--- config.mk ---
export PLATFORM = sky130hd
export DESIGN_NAME = mul_iter_param
export DESIGN_NICKNAME = d
export VERILOG_FILES = /design/src/rtl/int_mul_pkg.sv /design/src/rtl/mul_radix_step.sv /design/src/rtl/mul_iter_param.sv
export SDC_FILE = /design/constraint.sdc
export NUM_CORES = 1
export LEC_CHECK = 0
export ABC_AREA = 1
export ABC_CLOCK_PERIOD_IN_PS = 6100
export BUFFER_PORTS_ARGS = -buffer_cell sky130_fd_sc_hd__buf_2
export CAP_MARGIN = 20
export CORE_MARGIN = 2
export CORE_UTILIZATION = 55
export CTS_CLUSTER_DIAMETER = 50
export DETAILED_ROUTE_END_ITERATION = 8
export PLACE_DENSITY = 0.73
export SLEW_MARGIN = 20
export SYNTH_ARGS = -nofsm -noshare
export SYNTH_HDL_FRONTEND = slang
export SYNTH_SLANG_ARGS = --single-unit
--- constraint.sdc ---
create_clock -name clk -period 6.1 [get_ports clk]
set_clock_uncertainty 0.1 [all_clocks]
set_input_delay 0.61 -clock clk [delete_from_list [all_inputs] [get_ports clk]]
set_output_delay 0.61 -clock clk [all_outputs]
set_load 0.01 [all_outputs]
--- src/rtl/int_mul_pkg.sv ---
// Shared types and elaboration helpers for the iterative integer multiplier.
package int_mul_pkg;

  typedef enum logic [1:0] {MUL_LO_U, MUL_LO_S, MUL_HI_U, MUL_HI_S} mul_mode_t;

  typedef enum logic [1:0] {IDLE, RUN, DONE} mul_state_t;

  // Worst-case number of RUN cycles for a given operand width and radix.
  function automatic int steps(input int width, input int bpc);
    return width / bpc;
  endfunction

endpackage

--- src/rtl/mul_radix_step.sv ---
// One radix step: partial product of the multiplicand and the current multiplier
// digit, aligned to the digit's bit position within the double-width accumulator.
module mul_radix_step #(
  parameter int WIDTH          = 32,
  parameter int BITS_PER_CYCLE = 2,
  parameter int SHIFT_W        = 6
) (
  input  logic [WIDTH-1:0]          i_mag_a,
  input  logic [BITS_PER_CYCLE-1:0] i_digit,
  input  logic [SHIFT_W-1:0]        i_shift,
  output logic [2*WIDTH-1:0]        o_partial
);

  logic [2*WIDTH-1:0] w_a_ext;
  logic [2*WIDTH-1:0] w_digit_ext;

  assign w_a_ext     = {{WIDTH{1'b0}}, i_mag_a};
  assign w_digit_ext = {{(2*WIDTH-BITS_PER_CYCLE){1'b0}}, i_digit};
  assign o_partial   = (w_a_ext * w_digit_ext) << i_shift;

endmodule

--- src/rtl/mul_iter_param.sv ---
// Iterative signed/unsigned multiplier with req/ack pulses, retiring BITS_PER_CYCLE
// multiplier bits per cycle and stopping early once the remaining bits are zero.
module mul_iter_param
  import int_mul_pkg::*;
#(
  parameter int WIDTH          = 32,
  parameter int BITS_PER_CYCLE = 2
) (
  input  logic             clk,
  input  logic             rst,
  input  logic             req,
  input  logic [1:0]       mode,
  input  logic [WIDTH-1:0] a,
  input  logic [WIDTH-1:0] b,
  output logic             ack,
  output logic             busy,
  output logic [WIDTH-1:0] out
);

  localparam int STEPS   = steps(WIDTH, BITS_PER_CYCLE);
  localparam int SHIFT_W = $clog2(WIDTH) + 1;

  mul_state_t r_state, w_state_next;

  logic [WIDTH-1:0]   r_mag_a;
  logic [WIDTH-1:0]   r_mag_b;
  logic [2*WIDTH-1:0] r_acc;
  logic [SHIFT_W-1:0] r_shift;
  logic [SHIFT_W-1:0] r_step;
  logic               r_sign;
  logic               r_hi;
  logic               r_ack;
  logic               r_busy;
  logic [WIDTH-1:0]   r_out;

  mul_mode_t          w_mode;
  logic               w_signed;
  logic [WIDTH-1:0]   w_mag_a;
  logic [WIDTH-1:0]   w_mag_b;
  logic [WIDTH-1:0]   w_b_next;
  logic [2*WIDTH-1:0] w_partial;
  logic [2*WIDTH-1:0] w_product;
  logic               w_accept;
  logic               w_finish;

  assign w_mode   = mul_mode_t'(mode);
  assign w_signed = (w_mode == MUL_LO_S) || (w_mode == MUL_HI_S);

  // The most negative operand negates to itself, which is its correct unsigned magnitude.
  assign w_mag_a   = (w_signed && a[WIDTH-1]) ? -a : a;
  assign w_mag_b   = (w_signed && b[WIDTH-1]) ? -b : b;
  assign w_b_next  = r_mag_b >> BITS_PER_CYCLE;
  assign w_product = r_sign ? -r_acc : r_acc;

  mul_radix_step #(
    .WIDTH         (WIDTH),
    .BITS_PER_CYCLE(BITS_PER_CYCLE),
    .SHIFT_W       (SHIFT_W)
  ) u_step (
    .i_mag_a  (r_mag_a),
    .i_digit  (r_mag_b[BITS_PER_CYCLE-1:0]),
    .i_shift  (r_shift),
    .o_partial(w_partial)
  );

  always_ff @(posedge clk or negedge rst) begin
    if (!rst) r_state <= IDLE;
    else      r_state <= w_state_next;
  end

  always_comb begin
    w_state_next = r_state;
    w_accept     = 1'b0;
    w_finish     = 1'b0;
    case (r_state)
      IDLE: begin
        if (req) begin
          w_accept     = 1'b1;
          w_state_next = RUN;
        end
      end
      RUN: begin
        if ((w_b_next == '0) || (r_step == SHIFT_W'(STEPS - 1))) w_state_next = DONE;
      end
      DONE: begin
        w_finish     = 1'b1;
        w_state_next = IDLE;
      end
      default: w_state_next = IDLE;
    endcase
  end

  always_ff @(posedge clk or negedge rst) begin
    if (!rst) begin
      r_mag_a <= '0;
      r_mag_b <= '0;
      r_acc   <= '0;
      r_shift <= '0;
      r_step  <= '0;
      r_sign  <= 1'b0;
      r_hi    <= 1'b0;
      r_ack   <= 1'b0;
      r_busy  <= 1'b0;
      r_out   <= '0;
    end else begin
      r_ack <= 1'b0;
      if (w_accept) begin
        r_mag_a <= w_mag_a;
        r_mag_b <= w_mag_b;
        r_sign  <= w_signed & (a[WIDTH-1] ^ b[WIDTH-1]);
        r_hi    <= mode[1];
        r_acc   <= '0;
        r_shift <= '0;
        r_step  <= '0;
        r_busy  <= 1'b1;
      end else if (r_state == RUN) begin
        r_acc   <= r_acc + w_partial;
        r_mag_b <= w_b_next;
        r_shift <= r_shift + SHIFT_W'(BITS_PER_CYCLE);
        r_step  <= r_step + 1'b1;
      end else if (w_finish) begin
        r_out  <= r_hi ? w_product[2*WIDTH-1:WIDTH] : w_product[WIDTH-1:0];
        r_ack  <= 1'b1;
        r_busy <= 1'b0;
      end
    end
  end

  assign ack  = r_ack;
  assign busy = r_busy;
  assign out  = r_out;

endmodule

### Yosys cells after proc, flatten, opt, wreduce, memory -nomap -nowiden

Cells that the tools add are included.

* output and inout bits: 34
* input bits: 69
* word-level logic and storage cells: 66
* flip-flop bits (word level): 178

* shift operators: 1
* $add $sub $neg: 6
* equal/unequal tests: 8
* reduce and logical (&&, ||, !) cells: 11
* bitwise gates (word level): 4
* multipliers: 1
* muxes and demuxes: 24

Operators by type and width (number)
* 64-bit two-way mux: 3
* 32-bit two-way mux: 5
* 64-bit adder: 1
* 32-bit negation: 2
* 64-bit negation: 1
* 64-bit by 6-bit << shifter with 64-bit output: 1
* 32-bit by 2-bit multiplier with 34-bit output: 1
* 32-bit zero test: 1
* 6-bit two-way mux: 4
* 1-bit two-way mux: 9
* 6-bit by 1-bit adder with 6-bit output, second input constant: 1
* 6-bit by 2-bit adder with 6-bit output, second input constant: 1
* 6-bit by 4-bit equality test with 1-bit output, second input constant: 1
* 2-bit inequality test, second input constant: 3
* 2-bit by 1-bit equality test with 1-bit output, second input constant: 2
* 2-bit equality test, second input constant: 2
* 2-bit two-way mux: 2
* 2-bit one-hot mux with 2 select lines: 1
* 2-bit AND reduction: 2
* 2-bit nonzero test: 2
* 3-bit AND reduction: 1
* 1-bit logical AND: 2
* 2-bit zero test: 1
* 1-bit logical OR: 2
* other kinds (3): 4

### Depth between registers and ports, before layout

Gate-level depths: netlist (run 1).

* depth after elaboration: 5
* depth in mapped cells: 41
* gate-level depth less buffers: 39

### Modules after synthesis

A second synthesis (run 1) with hierarchy kept.

* cell total of the unflattened synthesis: 4225
* area total of the unflattened synthesis: 22982.0 µm²

Modules (own cells, without submodules)
* mul_iter_param: cells each 2933, seq. area each 4429.2 µm², times used 1, area each 17063.9 µm²
* mul_radix_step: cells each 1292, seq. area each 0.0 µm², times used 1, area each 5918.2 µm²

### Worst setup path before layout (run 1)

Ideal clock, no wire load.

* path type: register to register
* start: register r_mag_b[0]
* end: register r_acc[62]
* setup slack: 1.332 ns
* setup time: 0.122 ns
* buffers on the path: 2
* clock period less this slack: 4.768 ns
* data required time: 5.878 ns
* cell stages (with the launch flop): 40
* arrival: 4.546 ns
* cell sequence: dfrtp_1 clkbuf_1 clkbuf_1 nand2_1 inv_1 ha_1 inv_1 fa_1 inv_1 nand2_1 a21oi_1 nand2_1 nand3_1 nand2_1 nand2_1 nand2_1 nand3_1 nand2_1 [... 4 more ...] o21ai_1 nand2_1 o21ai_0 nor2_1 ha_1 nand2_1 nor2_1 inv_1 nor3_1 inv_1 o211ai_1 nand2_1 nand3_1 nand2_1 o211ai_1 nand2_1 a21oi_1 o21ai_1

* cells in the longest elaborated chain, start to end: 5

RTL lines
* start: declaration: line mul_iter_param.sv:26 `logic [WIDTH-1:0] r_mag_b;`
* start signal: assignment: line mul_iter_param.sv:109 `r_mag_b <= w_mag_b;`
* start signal: assignment: line mul_iter_param.sv:118 `r_mag_b <= w_b_next;`
* 32-bit by 2-bit multiplier with 34-bit output: line mul_radix_step.sv:19 `assign o_partial = (w_a_ext * w_digit_ext) << i_shift;`
* 64-bit by 6-bit << shifter with 64-bit output: line mul_radix_step.sv:19
* 64-bit adder: line mul_iter_param.sv:117 `r_acc <= r_acc + w_partial;`
* 64-bit two-way mux: line mul_iter_param.sv:116 `end else if (r_state == RUN) begin`
* 64-bit two-way mux: line mul_iter_param.sv:107 `if (w_accept) begin`
* end signal: assignment: line mul_iter_param.sv:117
* end: declaration: line mul_iter_param.sv:27 `logic [2*WIDTH-1:0] r_acc;`

Every way passes these cells. The select of a mux whose other input is x is not followed.
A chain may end at the register's enable or synchronous reset.

### Final worst setup path (run 1)

* start: register r_mag_b[1]
* end: register r_acc[63]

Same word-level chain as after synthesis.

==> results of run 1 <==
## per-stage QoR
stage	setup WS, ns	cells
after floorplan	1.332	3164
after global placement	0.3081	3676
after detailed placement	0.2875	3676
after CTS	0.2577	3708
after global routing	-0.009139	3709
final	0.4462	3709
## final timing paths
| path | endpoint | slack, ns | depth (start not counted) |
|---|---|---|---|
| max in group asynchronous | r_mag_b[1] | 4.44 | 2 |
| worst max register to register | r_acc[63] | 0.45 | 30 |
| worst max-delay path | r_acc[63] | 0.45 | 30 |
| worst min-delay path | r_hi | 0.12 | 1 |
| min in group clk | r_hi | 0.25 | 3 |
| worst min register to register | out[0] | 0.38 | 2 |
## layout make-up
class / count / area (um2)
clock buffers: 19 / 432.9
inverters: 453 / 1703
flip-flops and latches: 177 / 4431
multi-input cells: 2425 / 12560
fillers: 3247 / 12770
well taps: 448 / 560.5
clock inverters: 13 / 145.1
repair buffers: 174 / 1097
## timing repair
| action | CTS | global route |
|---|---|---|
| setup buffers | 0 | 0 |
| setup endpoints to repair | 0 | 30 |
| resized for setup | 0 | 34 |
## cells in the mapped netlist (all sizes together) (21+ instances only)
| master | n | area share (%) |
|---|---|---|
| dfrtp | 177 | 23 |
| nand2 | 744 | 15 |
| nand3 | 228 | 6.2 |
| nor2 | 353 | 7.2 |
| a21oi | 247 | 6.6 |
| nor3 | 44 | 1.3 |
| clkbuf | 90 | 1.8 |
| o22ai | 21 | 0.69 |
| o21ai | 390 | 10 |
| xnor2 | 22 | 1.0 |
| nor4 | 33 | 1.1 |
| a31oi | 55 | 1.8 |
| inv | 450 | 8.9 |
| xor2 | 50 | 2.3 |
| ha | 100 | 6.6 |
| nand4 | 27 | 0.89 |
## state kept, by name, indices dropped and copies added (netlist names)
signal / count
r_acc: 64
r_sign: 1
busy: 1
r_mag_b: 32
r_shift: 5
ack: 1
r_mag_a: 32
out: 32
r_hi: 1
r_step: 6
r_state: 2
## cells by family (layout without fill, tap and decap cells)
kind of cell             after synthesis  count (layout)  share of synthesized area [%]
multiplexers                           1               1                        0.05280
AO/OA/AOI/OAI                        793             793                          22.78
flip-flops                           177             177                          23.36
adder cells (fa/ha/maj)              102             102                          6.811
buffers and inverters                562             659                          11.15
AND/OR/NAND/NOR                     1457            1457                          32.52
XOR/XNOR                              72              72                          3.326
## worst register-to-register path, delay by kind of cell, from the launching register on
kind,cells,cell delay [ns]
compound gates,11,2.06
simple gates,13,1.67
fa+ha+maj,2,0.81
buf+inv,4,0.51
flops,1,0.40
## routing by layer
layer  GRT usage (%)  routed length, um  share of wire, %
met1           51.13              29050                39
met2           64.13              32070                43
met3           9.131               7168               9.6
met4           30.62               6021               8.1
met5               0                 91              0.12
==> run_results.csv, run 1 <==
group,metric,value,unit
outcome,status,"finished clean",
logic_synthesis,ys.flop_type,"dfrtp_1",
clock_network,cts_hold_buf,0,
critical_path,end_kind,"flip-flop",
detailed_routing,route.vias.total,22190,
critical_path,crit_top_cell,"nand3_1",
logic_synthesis,synth_cell_types,59,
critical_path,crit_buf_inv,4,
clock_network,clk_pin_slew,0.08,ns
die,row_count,67,
sta,slew_headroom,22.03,%
clock_network,numCtsBuffers,17,
clock_network,clock_path_buffers,2,
critical_path,cp.required,6.37,ns
sta,worstMarginPinSlew,1.157,ns
critical_path,worstPathMaxFanout,33,
cells_and_area,layout_common_cells,"nand2_1 (740), inv_1 (441), o21ai_0 (360)",
sta,hold-worst-slack,0.1229,ns
clock_network,cts_htree_levels,4,
critical_path,slowest_delay,0.45,ns
placement,gp_congestion,1.109,
detailed_routing,routedWlPerCell,20.06,um
die,die_x,189.7,um
logic_synthesis,synth_fp_nets,3335,
detailed_routing,finalWirelength,74400,um
die,initial_core_util,56.26,%
sta,fmax,176.9,MHz
cells_and_area,layout.nets,3419,
global_routing,grt_max_degree,100,
die,ios,103,
sta,fin_crit_sh,92.69,%
die,dieArea,0.03597,mm2
clock_network,cts_tree,"built",
detailed_routing,route.detailed.drc,0,
clock_network,clock_latency,0.47,ns
sta,layout_min_cycle_time,5.654,ns
detailed_routing,drt-initial-drc-count,2146,
run,maxCapViolCount,0,
placement,portBuffers,102,
worst_hold_path,hold_path.class,"in -> async",
critical_path,cpMaxStageDelayCell,"ha_1",
cells_and_area,diodes,0,
critical_path,arrival,5.92,ns
global_routing,grt_pass1_wl,114700,um
sta,finalHoldViolations,0,
cells_and_area,fin_util,62.10,%
sta,slew_violations,0,
critical_path,start_kind,"flip-flop",
global_routing,antenna_found_initial,0,
logic_synthesis,ys_seq_area_share,23.36,%
sta,setup_viol,0,
clock_network,root_buffer,"clkbuf_16",
logic_synthesis,synth_cells,3164,
critical_path,r2r_start,"r_mag_b[1]",
critical_path,critPathLaunch,"r_mag_b[1]",
global_routing,grt_pass1_vias,20770,
logic_synthesis,ys_ff_latch,177,
logic_synthesis,synth_edf_count,0,
detailed_routing,first_pass_iters,7,
placement,place_area,0.02019,mm2
cells_and_area,final_common_cell,"nand2_1",
clock_network,cts.sinks,177,
logic_synthesis,syn_area,0.01896,mm2
critical_path,critical_path_class,"reg -> reg",
cells_and_area,syn_to_final_growth,10.38,%
global_routing,global_route.usage.total,41.55,%
placement,place_hpwl,58520,um
logic_synthesis,synth_warnings,0,
logic_synthesis,ys_async_sr_fraction,100.0,%
global_routing,grt_overflow_total,0,
detailed_routing,routed_via_density,5.981,
die,core,0.03370,mm2
detailed_routing,ant_nets,0,
critical_path,crit_family,"compound AO/OA/AOI/OAI gates",
sta,tns,0,ns
logic_synthesis,syn_area_per_cell,5.992,um2
die,die-height,189.7,um
cells_and_area,final_area,0.02093,mm2
cells_and_area,drive_above_1_share,8.464,%
Power of run 1 is not shown: default switching activity piles up to over one toggle a cycle in this logic, so the estimate is an artifact.
==> run 2, diff against run 1 <==
==> constraint.sdc (replaced) <==
create_clock -name clk -period 6.1 [get_ports clk]
set_clock_uncertainty 0.1 [all_clocks]
set_input_delay 1.22 -clock clk [delete_from_list [all_inputs] [get_ports clk]]
set_output_delay 1.22 -clock clk [all_outputs]
set_load 0.01 [all_outputs]
==> run_results.csv, run 2 (synthesis results as in run 1) <==
group,metric,value,unit
outcome,status,"finished clean",
cells_and_area,layout_common_cells,"nand2_1 (740), inv_1 (442), o21ai_0 (353)",
detailed_routing,ant_nets,0,
placement,portBuffers,102,
global_routing,grt_pass1_wl,117200,um
die,ios,103,
sta,fin_crit_sh,96.20,%
clock_network,root_buffer,"clkbuf_16",
critical_path,slowest_delay,0.64,ns
cells_and_area,largest_reg_flops,64,
global_routing,grt_pass1_vias,21460,
cells_and_area,nFillCells,3196,
cells_and_area,largest-register,"r_acc",
cells_and_area,ff_latch_area,0.004431,mm2
global_routing,grt_use_met2,69.51,%
critical_path,arrival,6.14,ns
die,dieArea,0.03597,mm2
placement,place_area,0.02024,mm2
clock_network,cts_htree_levels,4,
placement,place_hpwl,59420,um
critical_path,start_kind,"flip-flop",
detailed_routing,route.vias.total,22330,
sta,slew_headroom,18.36,%
cells_and_area,final_common_cell,"nand2_1",
global_routing,antenna_found_initial,0,
worst_hold_path,holdCritStartpoint,"out[0]",
global_routing,grt_util_met3,9.906,%
critical_path,end_kind,"flip-flop",
detailed_routing,first_pass_iters,8,
worst_hold_path,whs_endpoint,"out[0]",
clock_network,clock_path_buffers,2,
detailed_routing,drt-initial-drc-count,2388,
placement,gp_congestion,1.086,
global_routing,grt_max_degree,98,
detailed_routing,routed_via_density,6.010,
cells_and_area,layout.nets,3425,
critical_path,reg2reg_to,"r_acc[63]",
critical_path,r2r_start,"r_mag_b[0]",
clock_network,clock_latency,0.48,ns
cells_and_area,final_area,0.02095,mm2
cells_and_area,diodes,0,
die,row_count,67,
cells_and_area,syn_to_final_growth,10.48,%
clock_network,cts_hold_buf,0,
clock_network,cts_tree,"built",
cells_and_area,drive_above_1_share,8.540,%
critical_path,critical_path_class,"reg -> reg",
detailed_routing,route.detailed.drc,0,
detailed_routing,finalWirelength,75510,um
global_routing,busiest_layer,"met2",
critical_path,r2r_slack,0.23,ns
clock_network,numCtsBuffers,17,
critical_path,crit_top_cell,"nand2_1",
worst_hold_path,hold_path.class,"reg -> reg",
clock_network,clk_pin_slew,0.08,ns
detailed_routing,routedWlPerCell,20.33,um
die,core,0.03370,mm2
sta,layout_min_cycle_time,5.868,ns
die,die_x,189.7,um
run,maxCapViolCount,0,
worst_hold_path,min_path_cells,2,
sta,finalHoldViolations,0,
cells_and_area,multi_input_comb_area,0.01252,mm2
sta,worstMarginPinSlew,1.212,ns
critical_path,cp.required,6.37,ns
global_routing,grt_overflow_total,0,
sta,fmax,170.4,MHz
sta,slew_violations,0,
die,initial_core_util,56.26,%
sta,setup_viol,0,
critical_path,cpMaxStageDelayCell,"o21ai_0",
critical_path,rr_worst_depth,33,
die,die-height,189.7,um
critical_path,worstPathMaxFanout,29,
global_routing,use_met1,50.10,%
clock_network,cts.sinks,177,
global_routing,global_route.usage.total,42.42,%
run 2: cell count changes in the layout (fill, tap and decap cells not counted), moves of 4 or more:
cell / change
a31oi_2: +4
o21ai_0: -7
clkinvlp_4: -4
o21ai_1: +9
a31oi_1: -4
buf_4: +6
run 2: worst max path at each step:
stage	from	to	slack (ns)	cells after the start
after floorplan	r_mag_b[0]	r_acc[62]	1.33	39
after global placement	r_mag_b[1]	r_acc[56]	0.25	32
after detailed placement	r_mag_b[1]	r_acc[38]	0.23	36
after CTS	r_mag_b[1]	r_acc[38]	0.18	36
after global routing	r_mag_b[0]	r_acc[56]	-0.07	33
final	r_mag_b[0]	r_acc[63]	0.23	33
run 2: worst max-delay path: cells and delay by family (launching register included):
kind            cells  cell delay (ns)
compound gates      8             2.07
simple gates       19             1.84
fa+ha+maj           2             0.79
buf+inv             4             0.52
flops               1             0.41
run 2: layout make-up:
cell class,instances,area share [%]
Multi-Input combinational cell,2425,59.79
Sequential cell,177,21.15
Inverter,453,8.130
Timing Repair Buffer,180,5.454
Tap cell,448,2.676
Clock buffer,17,2.031
Clock inverter,15,0.7646
run 2: what timing repair did:
action / in CTS / in global routing
gates resized for setup: 0 / 31
buffers inserted: 0 / 2
endpoints found under the setup margin: 0 / 25
run 2: routing by layer:
metal	wire, um	up-vias
met1	28470	10180
met4	5439	0
li1	-	10690
met2	34150	1194
met5	0	-
met3	7456	263
run 2: through the flow:
| stage | setup WS [ns] | instances | setup TNS (ns) | hold WS (ns) | utilization [%] |
|---|---|---|---|---|---|
| 3_5_place_dp | 0.2314 | 3681 | 0 | 0.3651 | 60.05 |
| 4_1_cts | 0.1825 | 3713 | 0 | 0.3849 | 61.78 |
| 2_1_floorplan | 1.332 | 3164 | 0 | 0.3665 | - |
| 5_1_grt | -0.07352 | 3715 | -0.1477 | 0.4107 | 62.16 |
| 6_report | 0.2320 | 3715 | 0 | 0.3790 | 62.16 |
| 3_3_place_gp | 0.2474 | 3681 | 0 | 0.3591 | 60.05 |
Power of run 2 is left out for the same reason.
